[config.mk]
export PLATFORM = sky130hd
export DESIGN_NAME = adc_acq_ctrl_flat
export DESIGN_NICKNAME = d
export VERILOG_FILES = /design/src/rtl/adc_acq_ctrl_if.sv /design/src/rtl/adc_acq_ctrl.sv /design/src/flat_wrapper.sv
export SDC_FILE = /design/constraint.sdc
export NUM_CORES = 1
export LEC_CHECK = 0
export BUFFER_PORTS_ARGS = -buffer_cell sky130_fd_sc_hd__buf_2
export CAP_MARGIN = 30
export CORE_MARGIN = 5
export CORE_UTILIZATION = 53
export CTS_CLUSTER_DIAMETER = 100
export DETAILED_ROUTE_END_ITERATION = 6
export PLACE_DENSITY = 0.77
export SKIP_LAST_GASP = 1
export SYNTH_ARGS = -nofsm -noshare
export SYNTH_HDL_FRONTEND = slang
export SYNTH_SLANG_ARGS = --single-unit
[constraint.sdc]
create_clock -name clk_125M -period 3.8 [get_ports clk_125M]
set_clock_uncertainty 0.1 [all_clocks]
set_input_delay 0.38 -clock clk_125M [delete_from_list [all_inputs] [get_ports clk_125M]]
set_output_delay 0.38 -clock clk_125M [all_outputs]
set_load 0.01 [all_outputs]
[src/rtl/adc_acq_ctrl_if.sv]
// Signal bundle between the ADC acquisition controller and its host/datapath.
// The controller side uses the slave modport; the driving side uses master.
interface adc_acq_ctrl_if;
   logic        dma_start;
   logic        abort;
   logic        trig_ex;
   logic [13:0] wave_len_i;
   logic [13:0] cycle_i;
   logic [19:0] delay_i;
   logic        prog_full;
   logic        capture_en;
   logic        seg_last;
   logic [13:0] seg_idx;
   logic        busy;
   logic        done;
   logic        cfg_err;
   logic        overrun;
   logic [7:0]  missed_trig;
   logic        timeout;

   modport master (
      output dma_start, abort, trig_ex, wave_len_i, cycle_i, delay_i, prog_full,
      input  capture_en, seg_last, seg_idx, busy, done, cfg_err, overrun,
             missed_trig, timeout
   );

   modport slave (
      input  dma_start, abort, trig_ex, wave_len_i, cycle_i, delay_i, prog_full,
      output capture_en, seg_last, seg_idx, busy, done, cfg_err, overrun,
             missed_trig, timeout
   );
endinterface

[src/rtl/adc_acq_ctrl.sv]
// Triggered multi-segment ADC capture sequencer with delay, drop and missed-trigger tracking.
// Optional trigger-wait timeout is built when ADC_ACQ_TRIG_TIMEOUT_EN is defined.
//
//   state      | meaning
//   -----------+------------------------------------------------------------
//   ST_IDLE    | waiting for dma_start; a start is acted on one cycle later
//   ST_ARM     | waiting for a trigger rising edge (optionally timed out)
//   ST_DELAY   | counting trigger-to-capture delay
//   ST_CAPTURE | counting wave_len beats of one segment
//   ST_DONE    | one-cycle done pulse, then back to idle
module adc_acq_ctrl #(
   parameter logic [31:0] TIMEOUT_CYC = 32'd125000000
) (
   input  logic          clk_125M,
   input  logic          reset_n,
   adc_acq_ctrl_if.slave bus
);

   typedef enum logic [2:0] {
      ST_IDLE,
      ST_ARM,
      ST_DELAY,
      ST_CAPTURE,
      ST_DONE
   } state_t;

   state_t      state_q, state_d;
   logic        start_pend_q, start_pend_d;
   logic [13:0] wave_len_q, wave_len_d;
   logic [13:0] cycle_q, cycle_d;
   logic [19:0] delay_q, delay_d;
   logic [19:0] dly_cnt_q, dly_cnt_d;
   logic [13:0] beat_cnt_q, beat_cnt_d;
   logic [13:0] seg_idx_q, seg_idx_d;
   logic        cfg_err_q, cfg_err_d;
   logic        overrun_q, overrun_d;
   logic [7:0]  missed_q, missed_d;
   logic        trig_prev_q;

   logic        trig_edge;
   logic        start_acc;
   logic        tmo_hit;
   logic        tmo_fire;
   logic        timeout_flag;

   assign trig_edge = bus.trig_ex & ~trig_prev_q;
   assign start_acc = (state_q == ST_IDLE) && !start_pend_q && bus.dma_start && !bus.abort;
   assign tmo_fire  = (state_q == ST_ARM) && !bus.abort && !trig_edge && tmo_hit;

`ifdef ADC_ACQ_TRIG_TIMEOUT_EN
   logic [31:0] tmo_cnt_q;
   logic        timeout_q;

   assign tmo_hit      = (tmo_cnt_q == 32'd0);
   assign timeout_flag = timeout_q;

   // Reloaded on every entry into ARM, so each segment gets a full wait budget.
   always_ff @(posedge clk_125M or negedge reset_n) begin
      if (!reset_n) begin
         tmo_cnt_q <= 32'd0;
         timeout_q <= 1'b0;
      end else begin
         if (start_acc)
            timeout_q <= 1'b0;
         else if (tmo_fire)
            timeout_q <= 1'b1;
         if ((state_d == ST_ARM) && (state_q != ST_ARM))
            tmo_cnt_q <= TIMEOUT_CYC;
         else if ((state_q == ST_ARM) && (tmo_cnt_q != 32'd0))
            tmo_cnt_q <= tmo_cnt_q - 32'd1;
      end
   end
`else
   logic tmo_unused;

   assign tmo_unused   = ^TIMEOUT_CYC;
   assign tmo_hit      = 1'b0;
   assign timeout_flag = 1'b0;
`endif

   always_comb begin
      state_d      = state_q;
      start_pend_d = start_pend_q;
      wave_len_d   = wave_len_q;
      cycle_d      = cycle_q;
      delay_d      = delay_q;
      dly_cnt_d    = dly_cnt_q;
      beat_cnt_d   = beat_cnt_q;
      seg_idx_d    = seg_idx_q;
      cfg_err_d    = cfg_err_q;
      overrun_d    = overrun_q;
      missed_d     = missed_q;

      if (bus.abort) begin
         state_d      = ST_IDLE;
         start_pend_d = 1'b0;
      end else begin
         case (state_q)
            ST_IDLE: begin
               if (start_pend_q) begin
                  start_pend_d = 1'b0;
                  if ((wave_len_q == 14'd0) || (cycle_q == 14'd0)) begin
                     cfg_err_d = 1'b1;
                     state_d   = ST_DONE;
                  end else begin
                     state_d = ST_ARM;
                  end
               end else if (start_acc) begin
                  start_pend_d = 1'b1;
                  wave_len_d   = bus.wave_len_i;
                  cycle_d      = bus.cycle_i;
                  delay_d      = bus.delay_i;
                  seg_idx_d    = 14'd0;
                  cfg_err_d    = 1'b0;
                  overrun_d    = 1'b0;
                  missed_d     = 8'd0;
               end
            end
            ST_ARM: begin
               if (trig_edge) begin
                  if (delay_q == 20'd0) begin
                     state_d    = ST_CAPTURE;
                     beat_cnt_d = wave_len_q - 14'd1;
                  end else begin
                     state_d   = ST_DELAY;
                     dly_cnt_d = delay_q - 20'd1;
                  end
               end else if (tmo_fire) begin
                  state_d = ST_DONE;
               end
            end
            ST_DELAY: begin
               if (trig_edge && (missed_q != 8'hFF))
                  missed_d = missed_q + 8'd1;
               if (dly_cnt_q == 20'd0) begin
                  state_d    = ST_CAPTURE;
                  beat_cnt_d = wave_len_q - 14'd1;
               end else begin
                  dly_cnt_d = dly_cnt_q - 20'd1;
               end
            end
            ST_CAPTURE: begin
               if (trig_edge && (missed_q != 8'hFF))
                  missed_d = missed_q + 8'd1;
               if (bus.prog_full)
                  overrun_d = 1'b1;
               // Dropped beats still consume the segment, so the length is time-exact.
               if (beat_cnt_q == 14'd0) begin
                  if ((seg_idx_q + 14'd1) < cycle_q) begin
                     seg_idx_d = seg_idx_q + 14'd1;
                     state_d   = ST_ARM;
                  end else begin
                     state_d = ST_DONE;
                  end
               end else begin
                  beat_cnt_d = beat_cnt_q - 14'd1;
               end
            end
            ST_DONE: state_d = ST_IDLE;
            default: state_d = ST_IDLE;
         endcase
      end
   end

   always_ff @(posedge clk_125M or negedge reset_n) begin
      if (!reset_n) begin
         state_q      <= ST_IDLE;
         start_pend_q <= 1'b0;
         wave_len_q   <= 14'd0;
         cycle_q      <= 14'd0;
         delay_q      <= 20'd0;
         dly_cnt_q    <= 20'd0;
         beat_cnt_q   <= 14'd0;
         seg_idx_q    <= 14'd0;
         cfg_err_q    <= 1'b0;
         overrun_q    <= 1'b0;
         missed_q     <= 8'd0;
         trig_prev_q  <= 1'b0;
      end else begin
         state_q      <= state_d;
         start_pend_q <= start_pend_d;
         wave_len_q   <= wave_len_d;
         cycle_q      <= cycle_d;
         delay_q      <= delay_d;
         dly_cnt_q    <= dly_cnt_d;
         beat_cnt_q   <= beat_cnt_d;
         seg_idx_q    <= seg_idx_d;
         cfg_err_q    <= cfg_err_d;
         overrun_q    <= overrun_d;
         missed_q     <= missed_d;
         trig_prev_q  <= bus.trig_ex;
      end
   end

   assign bus.capture_en  = (state_q == ST_CAPTURE) && !bus.prog_full && !bus.abort;
   assign bus.seg_last    = bus.capture_en && (beat_cnt_q == 14'd0);
   assign bus.seg_idx     = seg_idx_q;
   assign bus.busy        = (state_q != ST_IDLE);
   assign bus.done        = (state_q == ST_DONE);
   assign bus.cfg_err     = cfg_err_q;
   assign bus.overrun     = overrun_q;
   assign bus.missed_trig = missed_q;
   assign bus.timeout     = timeout_flag;

endmodule

[src/flat_wrapper.sv]
// flat-port wrapper written by rule: the top's interface ports become plain ports
module adc_acq_ctrl_flat 
#(
   parameter logic [31:0] TIMEOUT_CYC = 32'd125000000
)
  (clk_125M, reset_n, bus_dma_start, bus_abort, bus_trig_ex, bus_wave_len_i, bus_cycle_i, bus_delay_i, bus_prog_full, bus_capture_en, bus_seg_last, bus_seg_idx, bus_busy, bus_done, bus_cfg_err, bus_overrun, bus_missed_trig, bus_timeout);
  adc_acq_ctrl_if bus_i ();
  input  logic clk_125M;
  input  logic reset_n;
  input wire logic [$bits(bus_i.dma_start)-1:0] bus_dma_start;
  input wire logic [$bits(bus_i.abort)-1:0] bus_abort;
  input wire logic [$bits(bus_i.trig_ex)-1:0] bus_trig_ex;
  input wire logic [$bits(bus_i.wave_len_i)-1:0] bus_wave_len_i;
  input wire logic [$bits(bus_i.cycle_i)-1:0] bus_cycle_i;
  input wire logic [$bits(bus_i.delay_i)-1:0] bus_delay_i;
  input wire logic [$bits(bus_i.prog_full)-1:0] bus_prog_full;
  output wire logic [$bits(bus_i.capture_en)-1:0] bus_capture_en;
  output wire logic [$bits(bus_i.seg_last)-1:0] bus_seg_last;
  output wire logic [$bits(bus_i.seg_idx)-1:0] bus_seg_idx;
  output wire logic [$bits(bus_i.busy)-1:0] bus_busy;
  output wire logic [$bits(bus_i.done)-1:0] bus_done;
  output wire logic [$bits(bus_i.cfg_err)-1:0] bus_cfg_err;
  output wire logic [$bits(bus_i.overrun)-1:0] bus_overrun;
  output wire logic [$bits(bus_i.missed_trig)-1:0] bus_missed_trig;
  output wire logic [$bits(bus_i.timeout)-1:0] bus_timeout;
  assign bus_i.dma_start = bus_dma_start;
  assign bus_i.abort = bus_abort;
  assign bus_i.trig_ex = bus_trig_ex;
  assign bus_i.wave_len_i = bus_wave_len_i;
  assign bus_i.cycle_i = bus_cycle_i;
  assign bus_i.delay_i = bus_delay_i;
  assign bus_i.prog_full = bus_prog_full;
  assign bus_capture_en = bus_i.capture_en;
  assign bus_seg_last = bus_i.seg_last;
  assign bus_seg_idx = bus_i.seg_idx;
  assign bus_busy = bus_i.busy;
  assign bus_done = bus_i.done;
  assign bus_cfg_err = bus_i.cfg_err;
  assign bus_overrun = bus_i.overrun;
  assign bus_missed_trig = bus_i.missed_trig;
  assign bus_timeout = bus_i.timeout;
  adc_acq_ctrl #(.TIMEOUT_CYC(TIMEOUT_CYC)) u_core (.clk_125M(clk_125M), .reset_n(reset_n), .bus(bus_i));
endmodule
# Yosys cells after proc, flatten, opt, wreduce, memory -nomap -nowiden
# Index checks and enable logic that the tools add are counted.
# Widths: inputs -> output; s select.
# word_totals
reg_bits	111
input_bits	54
out_inout_bits	29
# op_classes
n_addsub	6
n_lt_le_gt_ge	1
eq_ne	22
mux	37
n_bitwise	4
n_reduce_logical	33
# ops
cell	n
$mux 14	8
$mux 20	3
$logic_not 14->1	3
$pmux 14 s3	1
$logic_not 20->1	2
$pmux 20 s2	1
$sub 20x1->20 const B	2
$pmux 14 s2	1
$sub 14x1->14 const B	2
$mux 8	3
$mux 3	7
$ne 2x2->1 const B	8
$pmux 8 s2	1
$reduce_and 5->1	3
$add 14x1->14 const B	1
$lt 14x14->1	1
$pmux 3 s4	1
$reduce_and 4->1	3
$reduce_and 6->1	2
$mux 1	10
$ne 2x1->1 const B	5
$reduce_bool 2->1	5
$ne 3x2->1 const B	3
$add 8x1->8 const B	1
other kinds (14)	26

# Longest topological paths before layout
# Gate-level depths: netlist of the first run.
# logic_depth
depth_word	8
ltp_mapped	14

# Least setup slack after synthesis of the first run
# No wires, ideal clock.
# synth_timing
path_type	reg2reg
start	register u_core.seg_idx_q[2] (netlist: u_core.bus.seg_idx[2])
end	register u_core.seg_idx_q[0] (netlist: u_core.bus.seg_idx[0])
t_arrival_ns	3.416
t_required_ns	3.575
setup_slack_ns	0.159
path_stages_with_launch	15
n_path_buf	2
cell_sequence	dfrtp_1 > and3_1 > and3_1 > clkbuf_1 > nand3_1 > or2_2 > xnor2_1 > ha_1 > nand4_1 > or4_1 > a21o_1 > o211ai_1 > clkbuf_1 > nor3_2 > mux2_2
# synth_via
elab_chain_len	4
# synth_rtl
element	line	rtl
start, declared	adc_acq_ctrl.sv:34	logic [13:0] seg_idx_q, seg_idx_d;
start signal, assigned	adc_acq_ctrl.sv:187	seg_idx_q <= seg_idx_d;
$add 14x1->14	adc_acq_ctrl.sv:149	if ((seg_idx_q + 14'd1) < cycle_q) begin
$lt 14x14->1	adc_acq_ctrl.sv:149	
$ne 2x1->1 (no line)	-	
$reduce_and 6->1 (no line)	-	
# No other way between the ends.
# A chain may end at the register's enable or synchronous reset.

# Final worst setup path of the first run
# layout_timing
start	register u_core.seg_idx_q[7] (netlist: u_core.bus.seg_idx[7])
end	register u_core.seg_idx_q[0] (netlist: u_core.bus.seg_idx[0])
# Same word-level chain as after synthesis.

==> flow_metrics.py, run 1 <==
metrics = {
    "floorplanning": {
        "die_area_mm2": 0.0151,
        "placementRows": 41,
        "design.core.area_mm2": 0.0126,
        "start_util_pct": 53.6,
        "die_w_um": 123,
        "num_io_pins": 83,
        "die_height_um": 123,
    },
    "sta": {
        "max_freq_mhz": 279,
        "hold_ws_ns": 0.0933,
        "maxSlewViolCount": 0,
        "min_period_ns": 3.58,
        "setup_viol": 0,
        "tns_ns": 0,
        "fin_crit_sh_pct": 94.3,
        "rsz0062_at_grt": "no",
        "slew_headroom_pct": 46.2,
        "worstMarginPinSlew_ns": 0.805,
        "report.final.hold_viol_count": 0,
    },
    "global_route": {
        "grt_first_pass_wirelength_um": 28100,
        "grtUsageTotal_pct": 23.0,
        "antenna_found_initial": 0,
        "grt_use_met1_pct": 32.0,
        "first_global_vias": 5807,
        "gr-max-usage-layer": "met2",
        "grtUsageMet3_pct": 4.61,
        "grt-ovfl-total": 0,
        "met2_usage_pct": 35.6,
        "grt_max_degree": 69,
    },
    "yosys": {
        "synth_area_mm2": 0.00674,
        "synth-async-reset-ratio_pct": 100,
        "synthFlopType": "dfrtp_1",
        "synth-warning-count": 0,
        "syn_area_per_cell_um2": 8.42,
        "yosysSeqAreaShare_pct": 41.2,
        "synth-edff-count": 0,
        "yosysUniqueCellTypes": 71,
        "synth-seq-cells": 111,
        "synthCells": 801,
        "synth_fp_nets": 872,
    },
    "routing": {
        "drt.antenna.violating_nets": 0,
        "wl_um": 16600,
        "drtPass1Iterations": 6,
        "wl_per_cell_um": 15.8,
        "drc": 0,
        "vias": 6057,
        "vias_per_cell": 5.79,
        "drtIter0Drc": 387,
    },
    "final_layout": {
        "n_fill_cell": 1110,
        "syn2layout_area_growth_pct": 13.8,
        "final_cell_area_mm2": 0.00767,
        "final_cell_mix": "169 x nand2_1, 111 x dfrtp_1, 80 x buf_2",
        "diodes": 0,
        "layout.nets": 941,
        "drive_gt1_share_pct": 15.9,
        "layout_commonest_cell": "nand2_1",
    },
    "pwr": {
        "pwr-share-clk_pct": 20.2,
        "p_leak_nw": 3.60,
        "power.internal_mw": 2.88,
        "power_switching_mw": 1.98,
        "switching_share_pct": 40.7,
        "seqPwrFrac_pct": 43.1,
        "p_per_area_mw_per_mm2": 634,
        "p_comb_share_pct": 36.7,
        "vdd.ir_drop.worst_mv": 0.424,
    },
    "critical_path": {
        "crit_type": "reg2reg",
        "start_kind": "flop",
        "rr_startpoint": "u_core.bus.seg_idx[7]",
        "cp.arrival_ns": 3.78,
        "cp-end-kind": "flop",
        "required_ns": 4.00,
        "path_max_fanout": 8,
        "critPathLaunch": "u_core.bus.seg_idx[7]",
    },
    "place": {
        "gp_congestion": 0.864,
        "post_dp_cell_area_mm2": 0.00736,
        "dp_hpwl_um": 11800,
        "portBuffers": 81,
    },
    "job": {
        "max-cap-violations": 0,
    },
    "clock_network": {
        "clk_latency_ns": 0.36,
        "cts-root-buf": "clkbuf_16",
        "h-tree-depth": 3,
        "post_cts_buffers": 0,
        "cts_resized": 0,
        "numCtsBuffers": 9,
        "clockBufferDepth": 2,
        "cts_tree": "done",
        "clk_pin_slew_ns": 0.08,
        "clock-sinks": 111,
    },
    "hold_path": {
        "min_from": "bus_trig_ex",
        "hold_path_class": "in2reg",
    },
    "status": {
        "status": "complete, no violations",
    },
}
[worst max-delay path, cell delays in order, from the launching register on]
cell	delay, ns
dfrtp_1	0.44
and3_1	0.23
and3_1	0.17
nand3_1	0.14
or2_2	0.37
xnor2_1	0.13
ha_1	0.29
nand4_1	0.12
or4_1	0.54
a21o_1	0.18
o211ai_1	0.23
a21o_1	0.37
mux2_2	0.21
[sequential cells by signal (all words and copies together) (netlist names)]
name                    flops
u_core.dly_cnt_q           20
u_core.bus.cfg_err          1
u_core.trig_prev_q          1
u_core.bus.seg_idx         14
u_core.start_pend_q         1
u_core.beat_cnt_q          14
u_core.state_q              3
u_core.delay_q             20
u_core.cycle_q             14
u_core.wave_len_q          14
u_core.bus.missed_trig      8
u_core.bus.overrun          1
[logic make-up after synthesis]
group | count (synthesis) | share of synthesized area (%)
adders and majority gates | 17 | 3.16
muxes | 33 | 5.03
DFF | 111 | 41.2
AOI/OAI and AO/OA | 200 | 19.6
and+or+nand+nor | 357 | 25.0
other | 1 | 0.0556
buffers and inverters | 65 | 3.75
xor gates and xnor gates | 17 | 2.21
[per-stage QoR]
stage | std cells | setup WS (ns) | utilization, % | total power, mW
after detailed placement | 1030 | 0.271 | 58.5 | 3.87
after global placement | 1030 | 0.368 | 58.5 | 3.81
after floorplan | 801 | 0.159 | - | 3.35
after CTS | 1046 | 0.244 | 61.0 | 4.88
final | 1046 | 0.217 | 61.0 | 4.86
after global routing | 1046 | 0.0191 | 61.0 | 5.28
[synthesized netlist by cell type, types with 4 or more instances]
| cell | count | area share (%) |
|---|---|---|
| nor3b_1 | 4 | 0.45 |
| clkbuf_1 | 32 | 1.8 |
| xor2_1 | 8 | 1.0 |
| inv_1 | 22 | 1.2 |
| and3_1 | 10 | 0.93 |
| xnor2_1 | 9 | 1.2 |
| mux2i_1 | 26 | 3.9 |
| nand2_1 | 169 | 9.4 |
| a211oi_1 | 5 | 0.56 |
| or4_1 | 6 | 0.67 |
| and2_1 | 4 | 0.37 |
| mux2_2 | 7 | 1.2 |
| a31oi_1 | 8 | 0.74 |
| nand2b_1 | 15 | 1.4 |
| a221oi_1 | 8 | 1.0 |
| nand3_1 | 20 | 1.5 |
| or2_2 | 4 | 0.37 |
| o22ai_1 | 5 | 0.46 |
| dfrtp_1 | 111 | 41 |
| nor4_1 | 15 | 1.4 |
| or3_1 | 8 | 0.74 |
| o311ai_0 | 6 | 0.78 |
| nor2_1 | 50 | 2.8 |
| buf_1 | 7 | 0.39 |
| ha_1 | 17 | 3.2 |
| a21o_1 | 10 | 1.1 |
| o211ai_1 | 8 | 0.89 |
| a22o_1 | 12 | 1.6 |
| o31ai_1 | 9 | 1.0 |
| nor3_1 | 23 | 1.7 |
| a21oi_1 | 46 | 3.4 |
| o21ai_0 | 48 | 3.6 |
| nand4_1 | 13 | 1.2 |
[repair_timing]
item                                    4_1_cts  5_1_grt
endpoints found under the setup margin        0        0
hold buffers                                  1        0
hold endpoints to repair                     43        0
[routing by layer]
metal  vias up  wire length (um)
met2       162              7610
met5         -                 0
met1      2840              7690
met3        29               862
met4         0               397
li1       3026                 -
[path summary, 6_finish.rpt]
kind | endpoint | depth (start not counted) | slack [ns]
worst max-delay path | u_core.bus.seg_idx[0] | 12 | 0.22
worst min register to register | u_core.bus.overrun | 2 | 0.41
worst max register to register | u_core.bus.seg_idx[0] | 12 | 0.22
min in group asynchronous | u_core.dly_cnt_q[16] | 2 | 0.46
max in group asynchronous | u_core.beat_cnt_q[5] | 3 | 2.36
worst min-delay path | u_core.trig_prev_q | 1 | 0.09
[power by group through the flow]
| stage | Sequential [mW] | Combinational, mW | Clock, mW |
|---|---|---|---|
| 2_1_floorplan | 1.96 | 1.39 | 0 |
| 3_3_place_gp | 2.09 | 1.73 | 0 |
| 3_5_place_dp | 2.10 | 1.77 | 0 |
| 4_1_cts | 2.08 | 1.78 | 1.01 |
| 5_1_grt | 2.17 | 2.06 | 1.05 |
| 6_report | 2.09 | 1.78 | 0.984 |
[area by class of cell]
class                   count  area (um^2)  share of cell area [%]
inverters                  23         86.3                    1.13
repair buffers            100          566                    7.37
well taps                 172          215                    2.81
multi-input cells         625         3720                    48.6
clock inverters             6         75.1                   0.979
clock buffers               9          225                    2.94
flip-flops and latches    111         2780                    36.2
Note: power is estimated with default switching activity, not from simulation.
==> run 2, diff against run 1 <==
Settings changed: MAX_ROUTING_LAYER set to met4.
==> flow_metrics.py, run 2 (synthesis results as in run 1) <==
metrics = {
    "sta": {
        "rsz0062_at_grt": "no",
        "worstMarginPinSlew_ns": 0.802,
        "setup_ws_ns": 0.222,
        "max_freq_mhz": 279,
        "min_period_ns": 3.58,
        "report.final.hold_viol_count": 0,
        "tns_ns": 0,
        "fin_crit_sh_pct": 94.2,
        "maxSlewViolCount": 0,
        "setup_viol": 0,
        "slew_headroom_pct": 46.4,
    },
    "routing": {
        "drtIter0Drc": 404,
        "drt.antenna.violating_nets": 0,
        "vias_per_cell": 5.80,
        "drc": 0,
        "wl_um": 16500,
        "vias": 6067,
        "drtPass1Iterations": 5,
        "wl_per_cell_um": 15.8,
    },
    "clock_network": {
        "cts_resized": 0,
        "clockBufferDepth": 2,
        "cts_tree": "done",
        "h-tree-depth": 3,
        "numCtsBuffers": 9,
        "cts-root-buf": "clkbuf_16",
        "clk_latency_ns": 0.36,
        "clk_pin_slew_ns": 0.08,
        "clock-sinks": 111,
    },
    "critical_path": {
        "crit_type": "reg2reg",
        "cp-end-kind": "flop",
        "r2r_cells": 12,
        "cp.arrival_ns": 3.77,
        "path_max_fanout": 8,
        "required_ns": 4.00,
        "start_kind": "flop",
    },
    "pwr": {
        "pwr-share-clk_pct": 20.2,
        "seqPwrFrac_pct": 43.1,
        "switching_share_pct": 40.7,
        "p_per_area_mw_per_mm2": 634,
        "power_switching_mw": 1.98,
        "total_power_mw": 4.86,
        "p_comb_share_pct": 36.7,
        "power.internal_mw": 2.88,
        "p_leak_nw": 3.60,
        "vdd.ir_drop.worst_mv": 0.423,
    },
    "final_layout": {
        "layout.nets": 941,
        "layout_commonest_cell": "nand2_1",
        "final_util_pct": 61.0,
        "top_regs": "u_core.delay_q: 20 flops, u_core.dly_cnt_q: 20 flops",
        "final_cell_area_mm2": 0.00767,
        "drive_gt1_share_pct": 15.9,
        "final_cell_mix": "169 x nand2_1, 111 x dfrtp_1, 80 x buf_2",
        "diodes": 0,
        "syn2layout_area_growth_pct": 13.8,
    },
    "place": {
        "preCtsSetupSlack_ns": 0.271,
        "post_dp_cell_area_mm2": 0.00736,
        "gp_congestion": 0.878,
        "dp_hpwl_um": 11800,
        "portBuffers": 81,
    },
    "status": {
        "status": "complete, no violations",
    },
    "floorplanning": {
        "die_height_um": 123,
        "design.core.area_mm2": 0.0126,
        "die_w_um": 123,
        "placementRows": 41,
        "start_util_pct": 53.6,
        "num_io_pins": 83,
        "die_area_mm2": 0.0151,
    },
    "global_route": {
        "grt_first_pass_wirelength_um": 28100,
        "grt_max_degree": 69,
        "first_global_vias": 5807,
        "grtUsageTotal_pct": 23.6,
        "antenna_found_initial": 0,
        "grt-ovfl-total": 0,
    },
    "job": {
        "max-cap-violations": 0,
    },
    "hold_path": {
        "hold_path_class": "in2reg",
        "hold_depth": 1,
    },
}
[run 2: cell counts in the layout (fill, tap and decap cells not counted)]
Identical to the previous run, type by type.
[run 2: area by class of cell]
type / count / area, um^2
fill: 1110 / 4900
multi-input combinational: 625 / 3720
timing repair buffer: 100 / 566
clock inverter: 6 / 75.1
tap: 172 / 215
clock buffer: 9 / 225
inverter: 23 / 86.3
sequential: 111 / 2780
[run 2: final timing paths]
kind	to	startpoint	slack, ns
min	u_core.trig_prev_q	bus_trig_ex	0.1
min reg2reg	u_core.bus.overrun	u_core.bus.overrun	0.40
max in group asynchronous	u_core.beat_cnt_q[5]	reset_n	2.36
max reg2reg	u_core.bus.seg_idx[0]	u_core.bus.seg_idx[7]	0.22
min in group asynchronous	u_core.dly_cnt_q[16]	reset_n	0.46
max	u_core.bus.seg_idx[0]	u_core.bus.seg_idx[7]	0.22
[run 2: power by group through the flow]
stage	registers, mW	clock network [mW]	logic, mW
global route	2.17	1.05	2.06
global placement	2.09	0	1.73
finish	2.09	0.983	1.78
floorplan	1.96	0	1.39
CTS	2.08	1.01	1.78
detailed placement	2.10	0	1.77
[run 2: metrics by stage]
stage,instances,hold slack (ns)
floorplan,801,-0.0156
global placement,1030,0.322
detailed placement,1030,0.323
CTS,1046,0.0724
global route,1046,0.0773
finish,1046,0.0954
[run 2: timing repair]
item / CTS / global route
hold endpoints to repair: 43 / 0
hold buffers: 1 / 0
setup buffers: 0 / 0
endpoints found under the setup margin: 0 / 0
[run 2: critical path, stage by stage (launching register included)]
cell and delay [ns]:
dfrtp_1 0.44, and3_1 0.23, and3_1 0.17, nand3_1 0.15, or2_2 0.37, xnor2_1 0.13
ha_1 0.29, nand4_1 0.12, or4_1 0.54, a21o_1 0.18, o211ai_1 0.23, a21o_1 0.36
mux2_2 0.21
[run 2: layer usage]
metal / part of all wire [%] / up-vias / GRT usage, %
li1: - / 3031 / -
met1: 47 / 2862 / 32.1
met2: 46 / 142 / 35.6
met3: 4.4 / 32 / 3.87
met4: 2.6 / 0 / 9.31
met5: 0 / - / -
==> run 3, diff against run 2 <==
Settings changed: REMOVE_ABC_BUFFERS set to 1.
==> flow_metrics.py, run 3 (synthesis results as in run 1) <==
metrics = {
    "critical_path": {
        "cp-end-kind": "flop",
        "path_max_fanout": 9,
        "cpPeakStageDelay_ns": 0.53,
        "r2r_cells": 13,
        "start_kind": "flop",
        "crit_type": "reg2reg",
        "path_cells": "and3_1 > and3_1 > nand3_1 > or2_2 > xnor2_1 > ha_1 > nand4_1 > or4_1 > a21o_1 > o211ai_1 > buf_4 > nor3_2 > mux2_2",
        "cp.arrival_ns": 3.73,
        "required_ns": 3.95,
        "slowest_stage": "or4_1",
        "cpMostUsedCell": "and3_1",
    },
    "job": {
        "max-cap-violations": 0,
    },
    "clock_network": {
        "h-tree-depth": 3,
        "cts-root-buf": "clkbuf_16",
        "clk_latency_ns": 0.36,
        "clock-sinks": 111,
        "cts_tree": "done",
        "clk_pin_slew_ns": 0.08,
        "numCtsBuffers": 9,
        "ctsHoldBuffers": 0,
        "clockBufferDepth": 2,
    },
    "final_layout": {
        "regArea_mm2": 0.00278,
        "stdcell_count": 1047,
        "layout_commonest_cell": "nand2_1",
        "diodes": 0,
        "layout.nets": 941,
        "n_fill_cell": 1147,
        "drive_gt1_share_pct": 16.1,
        "final_cell_mix": "169 x nand2_1, 111 x dfrtp_1, 80 x buf_2",
        "final_util_pct": 61.3,
        "multi_input_area_mm2": 0.00372,
        "syn2layout_area_growth_pct": 14.3,
        "top_regs": "u_core.delay_q: 20 flops, u_core.dly_cnt_q: 20 flops",
    },
    "status": {
        "status": "complete, but fails checks",
        "violations": "hold timing",
    },
    "routing": {
        "drtPass1Iterations": 5,
        "drc": 0,
        "wl_um": 16400,
        "wl_per_cell_um": 15.7,
        "drt.antenna.violating_nets": 0,
        "drtIter0Drc": 459,
        "vias_per_cell": 5.85,
        "vias": 6121,
    },
    "place": {
        "dp_hpwl_um": 11800,
        "portBuffers": 81,
        "dp.cells": 1029,
        "gp_congestion": 0.899,
    },
    "global_route": {
        "first_global_vias": 5821,
        "grt_max_degree": 62,
        "antenna_found_initial": 0,
        "grt_first_pass_wirelength_um": 27600,
        "grt-ovfl-total": 0,
        "grtUsageTotal_pct": 23.5,
    },
    "floorplanning": {
        "placementRows": 41,
        "die_w_um": 123,
        "design.core.area_mm2": 0.0126,
        "die_area_mm2": 0.0151,
        "die_height_um": 123,
        "start_util_pct": 53.6,
        "num_io_pins": 83,
    },
    "sta": {
        "slew_headroom_pct": 45.0,
        "report.final.hold_viol_count": 9,
        "setup_viol": 0,
        "min_period_ns": 3.58,
        "maxSlewViolCount": 0,
        "max_freq_mhz": 279,
        "worstMarginPinSlew_ns": 0.822,
        "fin_crit_sh_pct": 94.2,
        "hold_ws_ns": -0.00586,
        "rsz0062_at_grt": "no",
    },
    "hold_path": {
        "hold_path_class": "in2async",
    },
    "pwr": {
        "total_power_mw": 4.85,
        "vdd.ir_drop.worst_mv": 0.497,
        "p_leak_nw": 3.61,
        "p_per_area_mw_per_mm2": 629,
    },
}
==> run 3: cell count changes in the layout (fill, tap and decap cells not counted), sizes merged <==
cell / before / now
buf: 99 / 100
clkbuf: 9 / 10
clkinvlp: 1 / 2
inv: 27 / 25
dlygate4sd3: 1 / 0
clkinv: 0 / 1
==> run 3: through the flow <==
| step | setup TNS (ns) | cell area, um^2 | worst slack, ns |
|---|---|---|---|
| 6_report | 0 | 7710 | 0.220 |
| 5_1_grt | 0 | 7710 | 0.0365 |
| 4_1_cts | 0 | 7690 | 0.0579 |
| 3_5_place_dp | 0 | 7380 | 0.0944 |
| 3_3_place_gp | 0 | 7360 | 0.238 |
| 2_1_floorplan | -0.267 | 6580 | -0.101 |
==> run 3: worst max-delay path: cells and delay by family, from the launching register on <==
kind | cells | cell delay, ns
and+or+nand+nor | 7 | 1.69
buffers and inverters | 1 | 0.19
AOI/OAI and AO/OA | 2 | 0.26
adders and majority gates | 1 | 0.31
xor gates and xnor gates | 1 | 0.14
muxes | 1 | 0.32
DFF | 1 | 0.44
==> run 3: report_power, final <==
part	internal, mW	switching [mW]	total (mW)
logic	0.756	1.03	1.78
registers	1.61	0.481	2.09
clock network	0.522	0.454	0.976
total	2.89	1.96	4.85
==> run 3: area by class of cell <==
class / count / share of cell area, %
clock buffers: 10 / 2.97
clock inverters: 6 / 1.02
well taps: 172 / 2.79
inverters: 23 / 1.12
multi-input cells: 625 / 48.3
flip-flops and latches: 111 / 36.0
repair buffers: 100 / 7.73
==> run 3: final timing paths <==
path,from,endpoint,slack [ns]
worst max-delay path,u_core.bus.seg_idx[3],u_core.bus.seg_idx[0],0.22
worst min-delay path,reset_n,u_core.delay_q[13],-0.006
worst max register to register,u_core.bus.seg_idx[3],u_core.bus.seg_idx[0],0.22
worst min register to register,u_core.bus.overrun,u_core.bus.overrun,0.41
max in group asynchronous,reset_n,u_core.state_q[0],2.73
min in group clk_125M,bus_trig_ex,u_core.trig_prev_q,0.07
==> run 3: metal layers <==
layer	wire, um	up-vias	track usage (%)
met2	7710	169	37.1
met3	886	21	4.33
met1	7510	2910	30.9
li1	-	3021	-
met5	0	-	-
met4	275	0	7.35
==> run 3: repair_timing <==
action | in CTS | in global routing
setup buffers | 0 | 2
resized for setup | 0 | 1
endpoints found under the hold margin | 0 | 0
setup endpoints to repair | 0 | 15
